<file path="src/rtl/adder_pkg.sv">
// adder_pkg: shared definitions for the clocked adder family.
//   state_t  - serial_adder FSM encoding (IDLE/SHIFT/DONE)
//   cnt_w()  - bit-counter width for a given operand width, $clog2(WIDTH+1)
package adder_pkg;

  typedef enum logic [1:0] {
    IDLE  = 2'd0,
    SHIFT = 2'd1,
    DONE  = 2'd2
  } state_t;

  // Counter width is a function of the instantiating module's WIDTH,
  // so it is exposed as a constant function rather than a localparam.
  function automatic int cnt_w(input int width);
    return $clog2(width + 1);
  endfunction

endpackage

</file>
<file path="src/rtl/full_adder.sv">
// full_adder: one-bit combinational full adder.
//   a, b, cin : addend bits and carry in
//   s, cout   : sum bit and carry out
module full_adder (
  input  logic a,
  input  logic b,
  input  logic cin,
  output logic s,
  output logic cout
);

  assign s    = a ^ b ^ cin;
  assign cout = (a & b) | (cin & (a ^ b));

endmodule

</file>
<file path="src/rtl/serial_adder.sv">
// serial_adder: bit-serial adder/subtractor, one result bit per clock, LSB first.
//   clk, rst      : clock, synchronous active-high reset
//   start, sub    : request pulse and mode (0 add, 1 subtract), sampled when not busy
//   a, b          : WIDTH-bit operands, sampled with start
//   busy          : high during the WIDTH shift cycles
//   done          : one-cycle strobe, results valid
//   sum, cout     : result and final carry (sub mode: 1 = no borrow)
//   overflow      : two's-complement overflow
module serial_adder
  import adder_pkg::*;
#(
  parameter int WIDTH = 8
) (
  input  logic             clk,
  input  logic             rst,
  input  logic             start,
  input  logic             sub,
  input  logic [WIDTH-1:0] a,
  input  logic [WIDTH-1:0] b,
  output logic             busy,
  output logic             done,
  output logic [WIDTH-1:0] sum,
  output logic             cout,
  output logic             overflow
);

  localparam int              CNT_W = cnt_w(WIDTH);
  localparam logic [CNT_W-1:0] LAST = CNT_W'(WIDTH - 1);

  state_t             r_state, w_state_nxt;
  logic [WIDTH-1:0]   r_a, r_b, r_acc, w_acc_nxt;
  logic [CNT_W-1:0]   r_cnt;
  logic               r_carry;
  logic [WIDTH-1:0]   r_sum;
  logic               r_cout, r_ovf;
  logic               w_s, w_c, w_accept, w_last;

  full_adder u_fa (
    .a    (r_a[0]),
    .b    (r_b[0]),
    .cin  (r_carry),
    .s    (w_s),
    .cout (w_c)
  );

  // A start during SHIFT is dropped; IDLE and DONE both accept.
  assign w_accept  = start && (r_state != SHIFT);
  assign w_last    = (r_state == SHIFT) && (r_cnt == LAST);
  // New sum bit enters at the MSB; written with shifts so WIDTH=1 needs no slicing.
  assign w_acc_nxt = (r_acc >> 1) | (WIDTH'(w_s) << (WIDTH - 1));

  always_comb begin
    w_state_nxt = r_state;
    unique case (r_state)
      IDLE:    if (w_accept) w_state_nxt = SHIFT;
      SHIFT:   if (r_cnt == LAST) w_state_nxt = DONE;
      DONE:    w_state_nxt = w_accept ? SHIFT : IDLE;
      default: w_state_nxt = IDLE;
    endcase
  end

  always_ff @(posedge clk) begin
    if (rst) begin
      r_state <= IDLE;
      r_a     <= '0;
      r_b     <= '0;
      r_acc   <= '0;
      r_cnt   <= '0;
      r_carry <= 1'b0;
      r_sum   <= '0;
      r_cout  <= 1'b0;
      r_ovf   <= 1'b0;
    end else begin
      r_state <= w_state_nxt;
      if (w_accept) begin
        // Subtract as a + ~b + 1: invert b and seed the carry with 1.
        r_a     <= a;
        r_b     <= sub ? ~b : b;
        r_carry <= sub;
        r_cnt   <= '0;
        r_acc   <= '0;
      end else if (r_state == SHIFT) begin
        r_a     <= r_a >> 1;
        r_b     <= r_b >> 1;
        r_acc   <= w_acc_nxt;
        r_carry <= w_c;
        r_cnt   <= r_cnt + CNT_W'(1);
      end
      // On the MSB cycle r_carry is still the carry into the MSB, so the
      // visible results are published directly on the DONE-entry edge.
      if (w_last) begin
        r_sum  <= w_acc_nxt;
        r_cout <= w_c;
        r_ovf  <= r_carry ^ w_c;
      end
    end
  end

  assign busy     = (r_state == SHIFT);
  assign done     = (r_state == DONE);
  assign sum      = r_sum;
  assign cout     = r_cout;
  assign overflow = r_ovf;

endmodule

</file>
<file path="config.mk">
export PLATFORM = sky130hd
export DESIGN_NAME = serial_adder
export DESIGN_NICKNAME = d
export VERILOG_FILES = /design/src/rtl/adder_pkg.sv /design/src/rtl/full_adder.sv /design/src/rtl/serial_adder.sv
export SDC_FILE = /design/constraint.sdc
export NUM_CORES = 1
export LEC_CHECK = 0
export BUFFER_PORTS_ARGS = -buffer_cell sky130_fd_sc_hd__buf_2
export CORE_MARGIN = 2
export CORE_UTILIZATION = 50
export CTS_CLUSTER_SIZE = 40
export DETAILED_ROUTE_END_ITERATION = 8
export PLACE_DENSITY = 0.73
export SLEW_MARGIN = 20
export SYNTH_ARGS = -nofsm -noshare
export SYNTH_HDL_FRONTEND = slang
export SYNTH_SLANG_ARGS = --single-unit
export TNS_END_PERCENT = 100
</file>
<file path="constraint.sdc">
create_clock -name clk -period 1.35 [get_ports clk]
set_input_delay 0.135 -clock clk [delete_from_list [all_inputs] [get_ports clk]]
set_output_delay 0.135 -clock clk [all_outputs]
set_load 0.02 [all_outputs]
</file>
# Word-level counts from Yosys, hierarchy flattened
# Index checks and enable logic that the tools add are counted.
# word_totals
out_inout_bits	12
regBits	41
# op_classes
bitwise_logic	8
n_reduce_logical	6
n_eq_ne	6
n_addsub	1
muxes	11
# ops
operator	count
2-to-1 mux 8 bit	5
inverter 8 bit	1
OR 7 x 8 -> 8 bit	1
one-hot mux 2 bit (3 select lines)	1
adder 4 x 1 -> 4 bit (second input constant)	1
== test 4 x 3 -> 1 bit (second input constant)	1
2-to-1 mux 2 bit	2
!= test 2 x 1 -> 1 bit (second input constant)	2
2-to-1 mux 1 bit	3
bitwise XOR 1 bit	3
AND 1 bit	2
== test 2 x 1 -> 1 bit (second input constant)	1
== test 2 bit (second input constant)	1
logical AND 1 bit	2
logical NOT 2 bit	1
!= test 2 bit (second input constant)	1
AND reduction 2 bit	1
nonzero test 2 bit	1
OR reduction 2 bit	1
OR 1 bit	1

# Depth between registers and ports, before layout
# Gate-level depths: netlist (run 1).
# logic_depth
ltp_word	5
ltp_mapped	6
mapped_depth_nobuf	4

# Hierarchy
# From an unflattened synthesis (run 1), not the netlist that was laid out.
# hier_totals
hier_cells	197
area_unflattened_um2	1730.4
# by_module_without_submodules
mod	seq_area_each_um2	cells_each	instances	area_each_um2
serial_adder	800.8	196	1	1710.4
full_adder	0.0	1	1	20.0

# Least setup slack after synthesis (run 1)
# Ideal clock, no wire load.
# synth_timing
kind	flip-flop to flip-flop
start	register r_carry
end	register r_ovf, in the netlist overflow
path_slack_ns	0.109
required_time_ns	1.259
setup_ns	0.091
n_path_buf	0
path_stages_with_launch	4
t_arrival_ns	1.150
period_less_slack_ns	1.241
path_cell_list	dfxtp_1 > fa_1 > xnor2_1 > a311oi_1
# synth_via
elab_chain_cells	3
# synth_rtl
element	line_no	source
from (decl)	serial_adder.sv:33	logic r_carry;
from (signal assigned)	serial_adder.sv:79	r_carry <= sub;
from (signal assigned)	serial_adder.sv:86	r_carry <= w_c;
AND 1 bit	full_adder.sv:13	assign cout = (a & b) | (cin & (a ^ b));
OR 1 bit	full_adder.sv:13	
via u_fa.cout	full_adder.sv:9	output logic cout
bitwise XOR 1 bit	serial_adder.sv:94	r_ovf <= r_carry ^ w_c;
to (signal assigned)	serial_adder.sv:94	
to (decl)	serial_adder.sv:35	logic r_cout, r_ovf;
# The timed path passes the listed nets, and every way through them passes these cells.
# A chain may end at the register's enable or synchronous reset.

# Final worst setup path (run 1)
# layout_timing
start	register r_state[1]
end	output port busy
# layout_via
elab_chain_cells	1
# layout_rtl
element	line_no	source
from (decl)	serial_adder.sv:30	state_t r_state, w_state_nxt;
from (signal assigned)	serial_adder.sv:74	r_state <= w_state_nxt;
== test 2 x 1 -> 1 bit	serial_adder.sv:99	assign busy = (r_state == SHIFT);
to (decl)	serial_adder.sv:20	output logic busy,
# No other way between the ends.

==> results of run 1 <==
routing by layer:
layer | wire length, um | GRT usage (%) | vias up
met5 | 0 | 0 | -
met4 | 12 | 5.83 | 0
met3 | 151 | 7.21 | 2
met2 | 1570 | 32.7 | 26
met1 | 1660 | 23.8 | 667
li1 | - | - | 751
sequential cells by signal, summed over array words and instances (netlist names):
name,count
cout,1
sum,8
r_b,8
r_cnt,4
overflow,1
r_state,2
r_a,8
r_carry,1
r_acc,7
cells by family after synthesis:
logic type | count (synthesis)
compound gates | 55
mux | 9
simple gates | 61
buf+inv | 19
fa+ha+maj | 2
flops | 40
xor+xnor | 11
final timing paths:
path | from | to | slack [ns] | cells past startpoint
setup / recovery | r_state[1]$_SDFFE_PP0P_ | busy | 0.07 | 4
hold / removal | b[7] | r_b[7]$_SDFFE_PP0P_ | 0.09 | 3
setup reg to reg | r_state[1]$_SDFFE_PP0P_ | r_b[2]$_SDFFE_PP0P_ | 0.07 | 6
hold reg to reg | r_acc[1]$_SDFFE_PP0N_ | r_acc[1]$_SDFFE_PP0N_ | 0.46 | 2
cells in the final DEF, fill, tap and decap left out, drive strengths merged, types with 6 or more instances in the layout:
master and instances:
mux2i 9, a21oi 27, nand2 23, xnor2 10
a211oi 8, dfxtp 40, a211o 7, clkbuf 6
o21ai 10, nand3 10, buf 48, nor2 19
what timing repair did:
action	4_1_cts	5_1_grt
setup endpoints to repair	1	6
hold buffers	0	0
hold endpoints to repair	0	0
resized for setup	6	5
pin swaps	0	0
setup buffers	3	0
layout make-up:
class,instances,area share [%]
clock inverters,1,0.243
flip-flops and latches,40,38.9
repair buffers,48,15.4
clock buffers,6,2.00
inverters,1,0.303
multi-input cells,138,40.3
well taps,46,2.79
power breakdown:
part	leakage (nW)	switching [mW]	internal, mW	total, mW
sequential	0.327	0.0342	1.23	1.27
clock	0.0281	0.360	0.192	0.552
combinational	0.490	0.174	0.170	0.344
stage by stage:
step | utilization (%) | power [mW]
2_1_floorplan | - | 1.52
3_3_place_gp | 58.9 | 1.61
3_5_place_dp | 58.9 | 1.61
4_1_cts | 61.5 | 2.19
5_1_grt | 61.8 | 2.29
6_report | 61.8 | 2.16
worst reg2reg max path, delay by kind of cell (launching register included):
family / cells / cell delay (ns)
compound gates: 2 / 0.40
flops: 1 / 0.34
buf+inv: 3 / 0.33
simple gates: 1 / 0.14
==> results.json, run 1 <==
{
  "status": "finished clean",
  "slew_viol_final": 0,
  "numPlacedInstances": 270,
  "crit_chain": "nand2b_4 -> inv_4 -> buf_8 -> buf_4",
  "vias": 1446,
  "syn_nets": 219,
  "diodes": 0,
  "worst-slew-pin-transition_ns": 0.558,
  "synth_edf_count": 0,
  "synth.top_cell.area_share_pct": 46.3,
  "clkSinkCount": 40,
  "viasPerCell": 5.16,
  "arrival_ns": 1.15,
  "die-area_um2": 3950,
  "layout-drive-gt1-share_pct": 26.1,
  "synth_warnings": 0,
  "netlist_instances": 197,
  "place_ws_ns": 0.0654,
  "max_clock_freq_ghz": 0.779,
  "die_h_um": 62.8,
  "dr.pass1.iters": 6,
  "finalSetupViolCount": 0,
  "hold_viol_final": 0,
  "synth_top_family_by_area": "compound AO/OA/AOI/OAI gates",
  "slew_headroom_pct": 62.8,
  "grt_overflow": 0,
  "start_kind": "register",
  "synth.mux.area_fraction_pct": 5.21,
  "seqCellArea_um2": 803,
  "core_area_um2": 3340,
  "initial_utilization_pct": 51.9,
  "synth-simple-area-share_pct": 15.4,
  "h-tree-depth": 2,
  "rows": 21,
  "wirelength_um": 3400,
  "hold_class": "input port to register",
  "power_leakage_nw": 0.845,
  "synth-async-reset-ratio_pct": 0,
  "required_ns": 1.22,
  "synthFlopType": "dfxtp_1",
  "grt_pass1_wl_um": 6150,
  "crit_slowest_cell": "dfxtp_2",
  "path_class": "register to output pin",
  "die-width_um": 62.8,
  "timing.critical_path.slowest_cell_delay_ns": 0.34,
  "io_buffer_count": 31,
  "ys_seq_area_share_pct": 46.3,
  "skew_ns": 0.00633,
  "grt_max_degree": 28,
  "gp_congestion": 0.733,
  "synth_fa_ha_area_share_pct": 1.88,
  "insertion_delay_ns": 0.34,
  "drv_cap": 0,
  "period_share_pct": 95.1,
  "peakVddDrop_mv": 0.632,
  "synth_compound_area_share_pct": 19.2,
  "numCtsBuffers": 5,
  "area_growth_pct": 19.2,
  "wire_per_inst_um": 12.1,
  "cts_buffer_depth": 2,
  "grt_usage_pct": 19.7,
  "yosys.area_share.xor_xnor_pct": 5.57,
  "fillers": 320,
  "powerDensity_nw_per_um2": 1050,
  "synth.avg_cell_area_um2": 8.78,
  "design_area_um2": 2060,
  "antenna_found_initial": 0,
  "rsz0062_at_grt": "false",
  "instances_no_fill": 280,
  "first_global_vias": 1389,
  "setup_slack_ns": 0.0663,
  "ys_ff_latch": 40,
  "whs_ns": 0.0917,
  "fin_setup_tns_ns": 0,
  "crit_family": "flip-flops",
  "ant_nets": 0,
  "cp-end-kind": "output pin",
  "cts_tree": "built",
  "synth.area.top_cells": "dfxtp_1 46%, a21oi_1 7.8%, mux2i_1 5.2%",
  "crit_fanout": 7,
  "multi_input_area_um2": 832,
  "place_area_um2": 1970,
  "drt-initial-drc-count": 40,
  "clkSlewWorstSetupHoldPaths_ns": 0.11,
  "layout.nets": 256,
  "synth_area_leader_cell": "dfxtp_1",
  "path_buf_inv": 3,
  "dp_hpwl_um": 2370,
  "synth_common_cells": "40 x dfxtp_1, 27 x a21oi_1, 23 x nand2_1",
  "io_pins": 32,
  "drc": 0,
  "cts-root-buf": "clkbuf_4",
  "min_period_ns": 1.28,
  "synth.distinct_cells": 27,
  "syn-cell-area_um2": 1730,
  "synth_most_common_cell": "dfxtp_1"
}
(Power assumes the default switching activity.)
==> run 2, diff against run 1 <==
- ABC_AREA: unset -> 1
- CORE_UTILIZATION: 50 -> 45
- PLACE_DENSITY: 0.73 -> 0.66
- SLEW_MARGIN: 20 -> 30
==> run 2 against run 1 <==
Against the previous run:
- register-to-register slack improved by 0.05 ns
- largest power group unchanged
- critical path type unchanged
- utilization shrank 7.9 points
- sequential cell count unchanged
- synthesized cell count is 27% higher
- power rose by 5.2%
- synthesized area is 6.4% higher
- first-iteration DRC count increased by 110%
- clock-buffer cell count did not move
- critical path depth unchanged
==> results.json, run 2 <==
{
  "max_clock_freq_ghz": 0.772,
  "hold_viol_final": 0,
  "crit_slowest_cell": "dfxtp_2",
  "synth.distinct_cells": 23,
  "crit_chain": "inv_2 -> nor2_4 -> buf_8 -> buf_4",
  "synth_most_common_cell": "nand2_1",
  "grt_pass1_wl_um": 6030,
  "synthFlopType": "dfxtp_1",
  "path_buf_inv": 3,
  "required_ns": 1.22,
  "first_global_vias": 1379,
  "grt_overflow": 0,
  "synth_edf_count": 0,
  "drv_cap": 0,
  "fin_setup_tns_ns": 0,
  "multi_input_area_um2": 878,
  "comb_power_share_pct": 13.4,
  "min_period_ns": 1.30,
  "path_class": "register to output pin",
  "place_area_um2": 2050,
  "ant_nets": 0,
  "arrival_ns": 1.16,
  "seqCellArea_um2": 803,
  "worst-slew-pin-transition_ns": 0.487,
  "status": "finished clean",
  "vias": 1593,
  "die-width_um": 68.0,
  "timing.critical_path.slowest_cell_delay_ns": 0.37,
  "synth_common_cells": "76 x nand2_1, 40 x dfxtp_1, 34 x nand3_1",
  "numCtsBuffers": 5,
  "grt_max_degree": 20,
  "netlist_instances": 250,
  "final_common_cell": "nand2_1",
  "synth.avg_cell_area_um2": 7.37,
  "synth_warnings": 0,
  "switchingPower_mw": 0.575,
  "power_leakage_nw": 0.970,
  "power.share.clock_pct": 31.7,
  "cts_buffer_depth": 2,
  "cts_tree": "built",
  "finalSetupViolCount": 0,
  "rows": 23,
  "antenna_found_initial": 0,
  "layout-drive-gt1-share_pct": 22.5,
  "skew_ns": 0.00768,
  "peakVddDrop_mv": 0.528,
  "drt-initial-drc-count": 84,
  "viasPerCell": 4.76,
  "powerDensity_nw_per_um2": 1060,
  "ys_ff_latch": 40,
  "r2r_start": "r_carry$_SDFFE_PP0P_",
  "cp-end-kind": "output pin",
  "p_sw_share_pct": 25.3,
  "wirelength_um": 3600,
  "holdBufCountCts": 0,
  "crit_fanout": 15,
  "slew_viol_final": 0,
  "clkSinkCount": 40,
  "drc": 0,
  "insertion_delay_ns": 0.28,
  "syn_nets": 272,
  "rsz0062_at_grt": "true",
  "core_area_um2": 3970,
  "dr.pass1.iters": 4,
  "h-tree-depth": 2,
  "hold_depth": 3,
  "synth_area_leader_cell": "dfxtp_1",
  "fillers": 397,
  "die_h_um": 68.0,
  "slew_headroom_pct": 67.5,
  "synth-async-reset-ratio_pct": 0,
  "p_seq_share_pct": 54.9,
  "internal_power_mw": 1.70,
  "cts-root-buf": "clkbuf_8",
  "design_area_um2": 2140,
  "diodes": 0,
  "ys_seq_area_share_pct": 43.5,
  "syn-cell-area_um2": 1840,
  "rrSetupSlack_ns": 0.12,
  "wire_per_inst_um": 10.7,
  "r2r_end": "overflow$_SDFFE_PP0P_",
  "initial_utilization_pct": 46.4,
  "dp_hpwl_um": 2510,
  "grt_usage_pct": 17.3,
  "layout.nets": 307,
  "synth.area.top_cells": "dfxtp_1 43%, nand2_1 15%, nand3_1 9.2%",
  "io_buffer_count": 31,
  "synth.top_cell.area_share_pct": 43.5,
  "area_growth_pct": 16.3,
  "period_share_pct": 96.0,
  "hold_class": "input port to register",
  "gp_congestion": 0.772,
  "holdPathEnd": "r_a[7]$_SDFFE_PP0P_",
  "crit_family": "flip-flops",
  "start_kind": "register",
  "rr_worst_depth": 4,
  "io_pins": 32,
  "die-area_um2": 4620,
  "min_from": "a[7]",
  "clkSlewWorstSetupHoldPaths_ns": 0.07,
  "final_cell_mix": "76 x nand2_1, 38 x dfxtp_1, 34 x nand3_1, 30 x nor2_1, 30 x buf_2",
  "cp-startpoint": "r_state[0]$_SDFFE_PP0P_"
}
run 2: changes by cell type after synthesis, moves of 5 or more:
cell,change
a211oi_1,-8
inv_1,+14
nand2_1,+53
a211o_1,-7
nor2_1,+11
o21ai_0,-8
mux2i_1,-9
a21oi_2,+7
a21oi_1,-14
nand3_1,+24
buf_2,-5
run 2: what timing repair did:
| action | in CTS | in global routing |
|---|---|---|
| setup endpoints to repair | 1 | 7 |
| resized for setup | 2 | 5 |
| pin swaps | 0 | 1 |
| buffers inserted | 0 | 0 |
run 2: cell families after synthesis:
| logic type | after synthesis | synth area share, % |
|---|---|---|
| and+or+nand+nor | 145 | 33.4 |
| DFF | 40 | 43.5 |
| buffers and inverters | 30 | 8.97 |
| AOI/OAI and AO/OA | 23 | 7.68 |
| xor gates and xnor gates | 10 | 4.76 |
| adders and majority gates | 2 | 1.77 |
run 2: worst max path at each step:
stage | to | slack, ns | cells past startpoint
after global placement | overflow$_SDFFE_PP0P_ | 0.15 | 4
after detailed placement | overflow$_SDFFE_PP0P_ | 0.10 | 4
after global routing | sum[2]$_SDFFE_PP0P_ | -0.03 | 6
after CTS | busy | 0.009 | 4
after floorplan | overflow$_SDFFE_PP0P_ | 0.16 | 4
final | busy | 0.05 | 4
run 2: worst register-to-register path, delay by kind of cell (launching register included):
family                   cells  cell delay (ns)
adder cells (fa/ha/maj)      1             0.48
XOR/XNOR                     1             0.17
AND/OR/NAND/NOR              1             0.06
AO/OA/AOI/OAI                1             0.12
flip-flops                   1             0.35
run 2: layer usage:
metal	part of all wire, %	track usage [%]	routed length (um)	vias up
met5	0	0	0	-
met4	1.3	6.75	48	0
met3	4.3	4.61	155	5
met2	47	27.5	1700	29
met1	47	22.1	1690	708
li1	-	-	-	851
run 2: final cells by class:
| class | count | share of cell area, % |
|---|---|---|
| flip-flops and latches | 40 | 37.5 |
| multi-input cells | 180 | 41.0 |
| clock buffers | 6 | 3.39 |
| repair buffers | 41 | 12.0 |
| well taps | 50 | 2.92 |
| inverters | 17 | 2.98 |
| clock inverters | 1 | 0.234 |
run 2: per-stage QoR:
step           setup WS [ns]  util, %  power [mW]  hold slack (ns)  cells
2_1_floorplan          0.157        -        1.50            0.278    250
3_3_place_gp           0.149     51.5        1.57            0.399    328
3_5_place_dp           0.104     51.5        1.58            0.415    328
4_1_cts              0.00885     53.6        2.31            0.107    335
5_1_grt              -0.0336     53.9        2.41            0.110    335
6_report              0.0541     53.9        2.28            0.118    335
run 2: power by group through the flow:
| stage | Combinational (mW) | Clock (mW) | Sequential [mW] |
|---|---|---|---|
| 5_1_grt | 0.346 | 0.813 | 1.25 |
| 4_1_cts | 0.305 | 0.756 | 1.25 |
| 2_1_floorplan | 0.227 | 0 | 1.27 |
| 6_report | 0.306 | 0.722 | 1.25 |
| 3_5_place_dp | 0.302 | 0 | 1.28 |
| 3_3_place_gp | 0.298 | 0 | 1.27 |
